===== src/rtl/bldc_direction_sequencer.sv =====
// bldc_direction_sequencer: sequences the commutation-table direction with dead time, timed reversal brake and fault latching
module bldc_direction_sequencer #(
   parameter int DEADTIME_CYCLES = 64,
   parameter int BRAKE_CYCLES    = 100000,
   parameter int FAULT_LIMIT     = 3,
   parameter int STALL_CYCLES    = 2000000,
   parameter int CNT_W           = 24
) (
   input  logic       clk,
   input  logic       rst,
   input  logic       enable,
   input  logic [2:0] dir_req,
   input  logic [2:0] hall_values,
   input  logic       table_error,
   input  logic       fault_clear,
   output logic [2:0] dir_out,
   output logic       busy,
   output logic       fault,
   output logic [1:0] fault_code
);
   localparam logic [2:0] DIR_NONE  = 3'd0;
   localparam logic [2:0] DIR_CW    = 3'd1;
   localparam logic [2:0] DIR_CCW   = 3'd2;
   localparam logic [2:0] DIR_BRAKE = 3'd3;
   localparam logic [2:0] S_IDLE  = 3'd0;
   localparam logic [2:0] S_DEAD  = 3'd1;
   localparam logic [2:0] S_BRAKE = 3'd2;
   localparam logic [2:0] S_RUN   = 3'd3;
   localparam logic [2:0] S_HOLD  = 3'd4;
   localparam logic [2:0] S_FAULT = 3'd5;
   localparam int ERR_W = $clog2(FAULT_LIMIT + 1);
   localparam logic [CNT_W-1:0] DT_LAST = CNT_W'(DEADTIME_CYCLES - 1);
   localparam logic [CNT_W-1:0] BR_LAST = CNT_W'(BRAKE_CYCLES - 1);
   localparam logic [CNT_W-1:0] ST_LAST = CNT_W'(STALL_CYCLES - 1);
   localparam logic [ERR_W-1:0] ERR_LAST = ERR_W'(FAULT_LIMIT - 1);
   localparam logic [ERR_W-1:0] ERR_MAX  = ERR_W'(FAULT_LIMIT);

   logic [2:0]       state_q, state_d;
   logic [2:0]       target_q, target_d;
   logic             rev_q, rev_d;
   logic [CNT_W-1:0] timer_q, timer_d;
   logic [ERR_W-1:0] err_q, err_d;
   logic [2:0]       hall_q;
   logic [2:0]       dir_q, dir_d;
   logic             busy_q, busy_d;
   logic             fault_q, fault_d;
   logic [1:0]       code_q, code_d;
   logic [2:0]       req;
   logic             hall_moved, err_trip, stall_trip;

   // next-state, timer, error counter and registered-output decode
   always_comb begin
      req = (dir_req == DIR_CW || dir_req == DIR_CCW || dir_req == DIR_BRAKE) ? dir_req : DIR_NONE;
      hall_moved = hall_values != hall_q;
      err_trip = state_q == S_RUN && table_error && err_q >= ERR_LAST;
      stall_trip = state_q == S_RUN && !hall_moved && timer_q >= ST_LAST;
      state_d = state_q;
      target_d = target_q;
      rev_d = rev_q;
      if (!enable && state_q != S_FAULT)
         state_d = S_IDLE;
      else if (err_trip || stall_trip)
         state_d = S_FAULT;
      else
         case (state_q)
            S_IDLE:
               if (req != DIR_NONE) begin
                  target_d = req;
                  rev_d = 1'b0;
                  state_d = S_DEAD;
               end
            S_DEAD:
               if (timer_q >= DT_LAST)
                  state_d = rev_q ? S_BRAKE : target_q == DIR_BRAKE ? S_HOLD : target_q == DIR_NONE ? S_IDLE : S_RUN;
            S_BRAKE:
               if (timer_q >= BR_LAST) begin
                  rev_d = 1'b0;
                  state_d = S_DEAD;
               end
            S_RUN:
               if (req != target_q) begin
                  target_d = req;
                  rev_d = req == DIR_CW || req == DIR_CCW;
                  state_d = S_DEAD;
               end
            S_HOLD:
               if (req == DIR_NONE)
                  state_d = S_IDLE;
               else if (req != DIR_BRAKE) begin
                  target_d = req;
                  state_d = S_DEAD;
               end
            S_FAULT:
               if (fault_clear && !enable)
                  state_d = S_IDLE;
            default:
               state_d = S_IDLE;
         endcase
      timer_d = (state_d != state_q || (state_q == S_RUN && hall_moved)) ? '0 : timer_q + 1'b1;
      err_d = (state_q == S_RUN && state_d == S_RUN && table_error) ? (err_q == ERR_MAX ? err_q : err_q + 1'b1) : '0;
      code_d = state_d != S_FAULT ? 2'd0 : state_q != S_FAULT ? (err_trip ? 2'd1 : 2'd2) : code_q;
      dir_d = state_d == S_RUN ? target_d : (state_d == S_BRAKE || state_d == S_HOLD) ? DIR_BRAKE : DIR_NONE;
      busy_d = state_d == S_DEAD || state_d == S_BRAKE;
      fault_d = state_d == S_FAULT;
   end

   // state and output registers with synchronous reset
   always_ff @(posedge clk) begin
      if (rst) begin
         state_q <= S_IDLE;
         target_q <= DIR_NONE;
         rev_q <= 1'b0;
         timer_q <= '0;
         err_q <= '0;
         hall_q <= '0;
         dir_q <= DIR_NONE;
         busy_q <= 1'b0;
         fault_q <= 1'b0;
         code_q <= 2'd0;
      end else begin
         state_q <= state_d;
         target_q <= target_d;
         rev_q <= rev_d;
         timer_q <= timer_d;
         err_q <= err_d;
         hall_q <= hall_values;
         dir_q <= dir_d;
         busy_q <= busy_d;
         fault_q <= fault_d;
         code_q <= code_d;
      end
   end

   assign dir_out = dir_q;
   assign busy = busy_q;
   assign fault = fault_q;
   assign fault_code = code_q;
endmodule

===== config.mk =====
export PLATFORM = sky130hd
export DESIGN_NAME = bldc_direction_sequencer
export DESIGN_NICKNAME = d
export VERILOG_FILES = /design/src/rtl/bldc_direction_sequencer.sv
export SDC_FILE = /design/constraint.sdc
export NUM_CORES = 1
export LEC_CHECK = 0
export CAP_MARGIN = 20
export CORE_MARGIN = 2
export CORE_UTILIZATION = 57
export DETAILED_ROUTE_END_ITERATION = 8
export DONT_BUFFER_PORTS = 1
export PLACE_DENSITY = 0.72
export SLEW_MARGIN = 30
export SYNTH_ARGS = -nofsm -noshare
export SYNTH_HDL_FRONTEND = slang
export SYNTH_SLANG_ARGS = --single-unit

===== constraint.sdc =====
create_clock -name clk -period 2.3 [get_ports clk]
set_input_delay 0.46 -clock clk [delete_from_list [all_inputs] [get_ports clk]]
set_output_delay 0.46 -clock clk [all_outputs]
set_load 0.05 [all_outputs]

## Word level (Yosys, flattened, before mapping)

Index checks and enable logic that the tools add are counted.

- Muxes and demuxes: 28
- $add $sub $neg: 2
- Bitwise operators: 3
- Reductions and logical operators: 27
- Equal/unequal tests: 26
- $lt $le $gt $ge: 4

Operator list:

| cell | count |
|---|---|
| two-way mux 3 bit | 19 |
| adder 24 x 1 -> 24 bit (second input constant) | 1 |
| equality test 3 x 2 -> 1 bit (second input constant) | 8 |
| >= comparator 24 x 17 -> 1 bit (second input constant) | 1 |
| >= comparator 24 x 21 -> 1 bit (second input constant) | 1 |
| >= comparator 24 x 6 -> 1 bit (second input constant) | 1 |
| one-hot mux 3 bit (6 select lines) | 1 |
| equality test 3 x 1 -> 1 bit (second input constant) | 4 |
| equality test 3 bit (second input constant) | 4 |
| logical AND 1 bit | 9 |
| zero test 3 bit | 3 |
| != test 3 bit | 3 |
| one-hot mux 3 bit (3 select lines) | 1 |
| logical OR 1 bit | 7 |
| two-way mux 2 bit | 3 |
| != test 3 bit (second input constant) | 2 |
| AND reduction 6 bit | 1 |
| nonzero test 3 bit | 2 |
| OR reduction 2 bit | 3 |
| != test 2 bit (second input constant) | 2 |
| two-way mux 1 bit | 3 |
| != test 3 x 2 -> 1 bit (second input constant) | 1 |
| NOT 1 bit | 3 |
| one-hot mux 1 bit (3 select lines) | 1 |
| 5 further kinds | 6 |

- Flip-flop bits (word level): 43
- Bits of input ports: 11
- Output and inout bits: 7
- Logic and storage cells: 100

## Depth between registers and ports, before layout

- Depth after elaboration: 15
- Gate-level depth with buffers: 10

## Least setup slack after synthesis

OpenSTA, ideal clock, no wires.

- Kind: flip-flop to flip-flop
- Start: register timer_q[13]
- End: register timer_q[1]
- Arrival time: 2.387 ns
- Stages on the path, launching flop included: 9
- Library setup time: 0.125 ns
- Setup slack: -0.213 ns
- Period minus slack after synthesis: 2.513 ns
- Buffers on the path: 1
- Cells stage by stage: dfxtp_1 -> or4_4 -> nor4_2 -> a211oi_1 -> or3_4 -> and3b_1 -> o211ai_4 -> clkbuf_8 -> nor3b_1

- Longest elaborated chain between the ends: 8

Ends and longest elaborated chain:

| element | RTL line | source |
|---|---|---|
| start, declared | 41 | `logic [CNT_W-1:0] timer_q, timer_d;` |
| start signal, assigned | 124 | `timer_q <= timer_d;` |
| >= comparator 24 x 17 -> 1 bit, or another cell as far along | 76 | `if (timer_q >= BR_LAST) begin` |
| two-way mux 3 bit, or another cell as far along | 76 |  |
| one-hot mux 3 bit (6 select lines) / logical OR 1 bit (equally long branches) | 65, 62 |  |
| two-way mux 3 bit (*) | 62 | `else if (err_trip \|\| stall_trip)` |
| two-way mux 3 bit (*) | 60 | `if (!enable && state_q != S_FAULT)` |
| != test 3 bit (*) | 99 | `timer_d = (state_d != state_q \|\| (state_q == S_RUN && hall_moved)) ? '0 : timer_q + 1'b1;` |
| logical OR 1 bit (*) | 99 |  |
| OR reduction 2 bit (no line) (*) | - |  |

Every way passes the cells marked *; elsewhere a longest branch is shown, timed or not.
A chain may end at the register's enable or synchronous reset.

## Worst setup path in the final report

- Start: register timer_q[12]
- End: register timer_q[13]

- Longest elaborated chain between the ends: 8

Ends and longest elaborated chain:

| element | RTL line |
|---|---|
| >= comparator 24 x 17 -> 1 bit, or another cell as far along | 76 |
| two-way mux 3 bit, or another cell as far along | 76 |
| one-hot mux 3 bit (6 select lines) / logical OR 1 bit (equally long branches) | 65, 62 |
| two-way mux 3 bit | 62 |
| two-way mux 3 bit | 60 |
| != test 3 bit | 99 |
| logical OR 1 bit | 99 |
| OR reduction 2 bit (no line) | - |

Parallel ways exist; a longest one is shown, timed or not.

==> impl_metrics.tcl <==
set metrics [dict create \
    wire_per_inst_um 16.33 \
    area_delta_synth_final_pct 24.99 \
    ys_warn_count 0 \
    grt_pass1_vias 2351 \
    holdPathStages 1 \
    wirelength_um 6465 \
    maxSlewViolCount 0 \
    drv_cap 0 \
    dpl_cell_area_um2 3052 \
    hp-start "rst" \
    hp-class "input pin to flop" \
    crit_path_end_kind "flop" \
    worstSetupStartpointType "flop" \
    hpwl_um 4567 \
    rsz0062_at_grt "yes" \
    clkLatencyLatePin_ns 0.30 \
    die_width_um 72.49 \
    drc 0 \
    antenna_cells 0 \
    r2r_cells 8 \
    antenna_found_initial 0 \
    ctsHtreeMaxLevel 2 \
    finalHoldViolations 0 \
    critPathArrivalTime_ns 2.67 \
    vias_per_cell 6.056 \
    r2r-start "timer_q[12]" \
    p_per_area_nw_per_um2 417.6 \
    ir_drop_uv 312.5 \
    outcome "finished with violations" \
    grt_first_pass_wirelength_um 11030 \
    final_cell_mix "54 x buf_4, 40 x dfxtp_1, 23 x nor3_2, 19 x nor2_1, 17 x xor2_1" \
    worstSetupPathDepth 8 \
    rows 24 \
    crit_fanout 24 \
    worstMarginPinSlew_ns 0.5366 \
    clk_pin_slew_ns 0.09 \
    relSlewSlack_pct 64.18 \
    drive_above_1_share_pct 39.53 \
    ys_types 68 \
    setup_violations 35 \
    fmax_mhz 403.9 \
    clockRootBuffer "clkbuf_8" \
    port_buffers 0 \
    leakage_uw 0.001256 \
    path_delay_family "simple AND/OR/NAND/NOR gates" \
    violations "setup timing" \
    clock-sinks 43 \
    synthArstFlopShare_pct 0 \
    die_h_um 72.49 \
    synthFlopType "dfxtp_1" \
    path_cells "or4_4, nor4_4, a211oi_2, or3_4, and3b_2, o211ai_4, buf_12, nor3_1" \
    ys_seq_area_share_pct 32.19 \
    die-area_um2 5255 \
    final.hold.worst_slack_ns 0.2157 \
    final_nets 357 \
    grt_max_degree 25 \
    synth_nets 309 \
    synth.avg_cell_area_um2 9.064 \
    synth_area_um2 2674 \
    grt_usage_pct 26.66 \
    design_area_um2 3342 \
    crit_type "flop to flop" \
    io_pins 18 \
    min_period_ns 2.476 \
    globalRouteOverflowTotal 0 \
    synth_seq_cells 43 \
    cts_max_path_buffers 2 \
    cts_tree "yes" \
    vias 2398 \
    timing.critical_path.buf_inv 1 \
    core_um2 4444 \
    crit_start "timer_q[12]" \
    fillCellCount 294 \
    drt_iter0_markers 153 \
    start_util_pct 60.16 \
    cts_buffers 5 \
    skew_ns 0.008264 \
    critPathMaxStageDelay_ns 0.60 \
    fin_ws_ns -0.1757 \
    synthCells 295 \
    slowest_stage "or4_4" \
    dr.pass1.iters 4 \
    final_common_cell "buf_4" \
    ant_nets 0 \
    post-route-period-util_pct 107.6 \
    place_congestion 0.8580 \
    synth_edf_count 0 \
    cp.required_ns 2.50 \
]
## synth_stat cells (all sizes together), types with 2 or more instances
cell / instances / area [um^2]
nor3: 30 / 256.5
dfxtp: 43 / 860.8
nor2b: 3 / 18.77
ha: 3 / 37.54
nand2: 16 / 60.06
nor4: 7 / 50.05
nand3: 14 / 70.07
or2b: 2 / 17.52
xnor2: 14 / 141.4
or3: 5 / 38.78
and3: 11 / 71.31
and3b: 2 / 17.52
nand2b: 2 / 12.51
clkbuf: 11 / 81.33
o211ai: 3 / 36.28
nand3b: 2 / 15.01
and2: 2 / 13.77
inv: 8 / 30.03
a31oi: 7 / 43.79
or2: 3 / 18.77
a211oi: 3 / 22.52
o221ai: 2 / 17.52
a21oi: 9 / 45.04
o21ai: 7 / 35.03
or4: 4 / 35.03
nor3b: 3 / 22.52
buf: 7 / 67.56
o21bai: 4 / 30.03
nand4: 9 / 56.30
o31ai: 2 / 20.02
nor2: 20 / 75.07
xor2: 17 / 148.9
## worst register-to-register path, cell delays in order (launching register included)
cell and delay, ns:
dfxtp_2 0.33, or4_4 0.60, nor4_4 0.18, a211oi_2 0.17, or3_4 0.39, and3b_2 0.22
o211ai_4 0.18, buf_12 0.22, nor3_1 0.09
## cell type report
type / count / area [um^2] / share of cell area, %
clock buffer: 6 / 72.57 / 2.171
clock inverter: 2 / 12.51 / 0.3744
inverter: 8 / 30.03 / 0.8985
multi-input combinational: 225 / 1798 / 53.80
sequential: 43 / 864.6 / 25.87
tap: 52 / 65.06 / 1.947
timing repair buffer: 60 / 499.2 / 14.94
## logic make-up (layout without fill, tap and decap cells)
group | after synthesis | in the layout | synth area share [%]
AOI/OAI and AO/OA | 51 | 51 | 14.83
xor gates and xnor gates | 31 | 31 | 10.86
adders and majority gates | 3 | 3 | 1.404
buffers and inverters | 27 | 76 | 7.113
DFF | 43 | 43 | 32.19
muxes | 1 | 1 | 0.3744
and+or+nand+nor | 139 | 139 | 33.22
## where the power goes
group / internal [uW] / leakage (uW) / switching [uW]
Sequential: 755 / 0.000350 / 9.79
Clock: 213 / 0.0000412 / 269
Combinational: 72.9 / 0.000865 / 76.8
## sequential cells by signal, summed over array words and instances, names as in the netlist
name / flops
state_q: 3
busy: 1
rev_q: 1
hall_q: 3
err_q: 2
fault: 1
timer_q: 24
fault_code: 2
dir_out: 3
target_q: 3
## path summary, 6_finish.rpt
check | end | slack (ns)
min | hall_q[0] | 0.22
max | timer_q[13] | -0.18
max reg2reg | timer_q[13] | -0.18
min reg2reg | timer_q[0] | 0.54
## repair_timing
item / CTS / global route
gates cloned: 0 / 0
buffers inserted: 3 / 4
gates resized for setup: 17 / 16
endpoints found under the setup margin: 35 / 37
hold buffers: 0 / 0
pin swaps: 5 / 8
## routing by layer
metal | vias up | global-route usage (%) | wire (um)
met3 | 14 | 4.861 | 278
met2 | 67 | 46.18 | 3357
li1 | 1173 | - | -
met5 | - | 0 | 0
met4 | 0 | 9.465 | 159
met1 | 1144 | 33.19 | 2669
## through the flow
step           setup slack (ns)  cells  setup TNS (ns)  utilization [%]  power, uW
2_1_floorplan          -0.07860    295          -1.441                -      890.0
3_3_place_gp            -0.2192    381          -4.358            68.67      913.8
3_5_place_dp            -0.2541    381          -5.956            68.67      917.6
4_1_cts                 -0.1458    392          -3.889            72.72       1392
5_1_grt                 -0.2455    396          -7.527            75.20       1454
6_report                -0.1757    396          -4.782            75.20       1396
Note: power is estimated with default switching activity, not from simulation.
==> edit: new RTL, same settings <==
Register the inputs `enable`, `dir_req`, `hall_values`, `table_error` and `fault_clear` before use, without a reset. The logic sees them one clock later.
--- a/src/rtl/bldc_direction_sequencer.sv
+++ b/src/rtl/bldc_direction_sequencer.sv
@@ -35,6 +35,20 @@
    localparam logic [ERR_W-1:0] ERR_LAST = ERR_W'(FAULT_LIMIT - 1);
    localparam logic [ERR_W-1:0] ERR_MAX  = ERR_W'(FAULT_LIMIT);
 
+   logic enable_q;
+   logic [2:0] dir_req_q;
+   logic [2:0] hall_values_q;
+   logic table_error_q;
+   logic fault_clear_q;
+
+   always_ff @(posedge clk) begin
+      enable_q      <= enable;
+      dir_req_q     <= dir_req;
+      hall_values_q <= hall_values;
+      table_error_q <= table_error;
+      fault_clear_q <= fault_clear;
+   end
+
    logic [2:0]       state_q, state_d;
    logic [2:0]       target_q, target_d;
    logic             rev_q, rev_d;
@@ -50,14 +64,14 @@
 
    // next-state, timer, error counter and registered-output decode
    always_comb begin
-      req = (dir_req == DIR_CW || dir_req == DIR_CCW || dir_req == DIR_BRAKE) ? dir_req : DIR_NONE;
-      hall_moved = hall_values != hall_q;
-      err_trip = state_q == S_RUN && table_error && err_q >= ERR_LAST;
+      req = (dir_req_q == DIR_CW || dir_req_q == DIR_CCW || dir_req_q == DIR_BRAKE) ? dir_req_q : DIR_NONE;
+      hall_moved = hall_values_q != hall_q;
+      err_trip = state_q == S_RUN && table_error_q && err_q >= ERR_LAST;
       stall_trip = state_q == S_RUN && !hall_moved && timer_q >= ST_LAST;
       state_d = state_q;
       target_d = target_q;
       rev_d = rev_q;
-      if (!enable && state_q != S_FAULT)
+      if (!enable_q && state_q != S_FAULT)
          state_d = S_IDLE;
       else if (err_trip || stall_trip)
          state_d = S_FAULT;
@@ -91,13 +105,13 @@
                   state_d = S_DEAD;
                end
             S_FAULT:
-               if (fault_clear && !enable)
+               if (fault_clear_q && !enable_q)
                   state_d = S_IDLE;
             default:
                state_d = S_IDLE;
          endcase
       timer_d = (state_d != state_q || (state_q == S_RUN && hall_moved)) ? '0 : timer_q + 1'b1;
-      err_d = (state_q == S_RUN && state_d == S_RUN && table_error) ? (err_q == ERR_MAX ? err_q : err_q + 1'b1) : '0;
+      err_d = (state_q == S_RUN && state_d == S_RUN && table_error_q) ? (err_q == ERR_MAX ? err_q : err_q + 1'b1) : '0;
       code_d = state_d != S_FAULT ? 2'd0 : state_q != S_FAULT ? (err_trip ? 2'd1 : 2'd2) : code_q;
       dir_d = state_d == S_RUN ? target_d : (state_d == S_BRAKE || state_d == S_HOLD) ? DIR_BRAKE : DIR_NONE;
       busy_d = state_d == S_DEAD || state_d == S_BRAKE;
@@ -123,7 +137,7 @@
          rev_q <= rev_d;
          timer_q <= timer_d;
          err_q <= err_d;
-         hall_q <= hall_values;
+         hall_q <= hall_values_q;
          dir_q <= dir_d;
          busy_q <= busy_d;
          fault_q <= fault_d;
Behaviour: not the same (Yosys sat finds a counterexample within 4 cycles, from zero or initial values and one cycle with rst high).
==> edit against the original RTL <==
  * First-iteration DRC count decreased by 14%
  * The run still ends with negative setup slack left
  * Die area down 2.3%
  * Power rose by 18%
  * Via count is 0.42% higher
  * Wire length is 7.9% higher
  * Sequential power up 22%
  * Sequential cell count increased by 9
  * Cell count up 0.51%
  * Global-route usage shrank 1.0 points
  * Highest routed layer unchanged
  * Synthesized area fell by 2.4%
  * Final area is 8.5% higher
  * Worst setup slack worse by 0.11 ns
==> edit: results (changes against the original RTL) <==
Placed design
  – Placer's final routability congestion estimate: 0.8768 (+2.2%)
  – Dpl hpwl: 4226 µm (-7.5%)

GRT
  – First-pass GRT wire length: 10500 µm (-4.8%)
  – GRT met3 Usage: 5.907% (+1.0 points)
  – GRT Overall Usage: 25.64% (-1.0 points)
  – Met2 global-route usage: 44.96% (-1.2 points)
  – Met1 Usage GRT: 31.50% (-1.7 points)

Routing
  – Vias: 2408 (+0.42%)
  – Initial drt markers: 132 (-14%)

Yosys
  – Net count after synthesis: 297 (-3.9%)
  – Library cells used by synthesis: 55 (-19%)
  – Top cells by count, synth: dfxtp_1 (52), nor3_2 (21), nor2_1 (20)
  – Register area share after synthesis: 39.88% (+7.7 points)

Power
  – Clk. pwr: 0.488 mW (+1%)
  – Part of the power in registers: 56.9% (+2.1 points)
  – Switching pwr: 0.4074 mW (+15%)
  – LEAKAGE: 1.406 nW (+12%)
  – Seq pwr: 0.935 mW (+22%)

Clock network
  – Cts repair resizes: 25 (+8)
  – Post-CTS Setup Repair Bufs: 9 (+6)

Floorplanning
  – Starting Density: 59.53% (-0.63 points)

Worst setup path
  – Worst setup endpoint: timer_q[9]
  – CP arrival: 2.79 ns (+0.12 ns)

Layout
  – Nets: 360 (+0.84%)
  – Design Area, Final: 3625 µm² (+8.5%)
  – Filler cell count: 243 (-17%)

Outcome
  – Status: finished, violations left
  – Failing checks: negative setup slack

Hold path
  – Worst Hold Depth: 0 (-1)
  – Hold Startpoint: dir_req[1]

STA
  – Worst hold slack: 0.1719 ns (-0.04377 ns)
  – Relative max-transition margin: 65.35% (+1.2 points)
  – Setup ws final: -0.2897 ns (-0.1140 ns)
  – # setup viols final: 37 (+5.7%)
  – Setup TNS: -8.944 ns (-4.162 ns)
[edit: changes by cell type in the layout (fill, tap and decap cells not counted), sizes merged, moves of 3 or more]
cell and change:
mux2i +3, inv -3, o21bai -3, buf +10, and3 -9, dfxtp +9
o22ai +3, nand4 -3, a31oi -5
[edit: cell families (layout without fill, tap and decap cells)]
| logic type | after synthesis | count (layout) | synth area share (%) |
|---|---|---|---|
| compound gates | 47 | 47 | 13.47 |
| xor+xnor | 29 | 29 | 9.731 |
| fa+ha+maj | 3 | 3 | 1.438 |
| buf+inv | 21 | 84 | 3.691 |
| flops | 52 | 52 | 39.89 |
| mux | 4 | 4 | 1.534 |
| simple gates | 127 | 127 | 30.25 |
[edit: area by class of cell]
class                   instances  share of cell area (%)
well taps                      52                   1.795
flip-flops and latches         52                   28.82
repair buffers                 72                   17.71
clock buffers                   6                   2.002
clock inverters                 1                  0.1381
inverters                       5                  0.5178
multi-input cells             210                   49.02
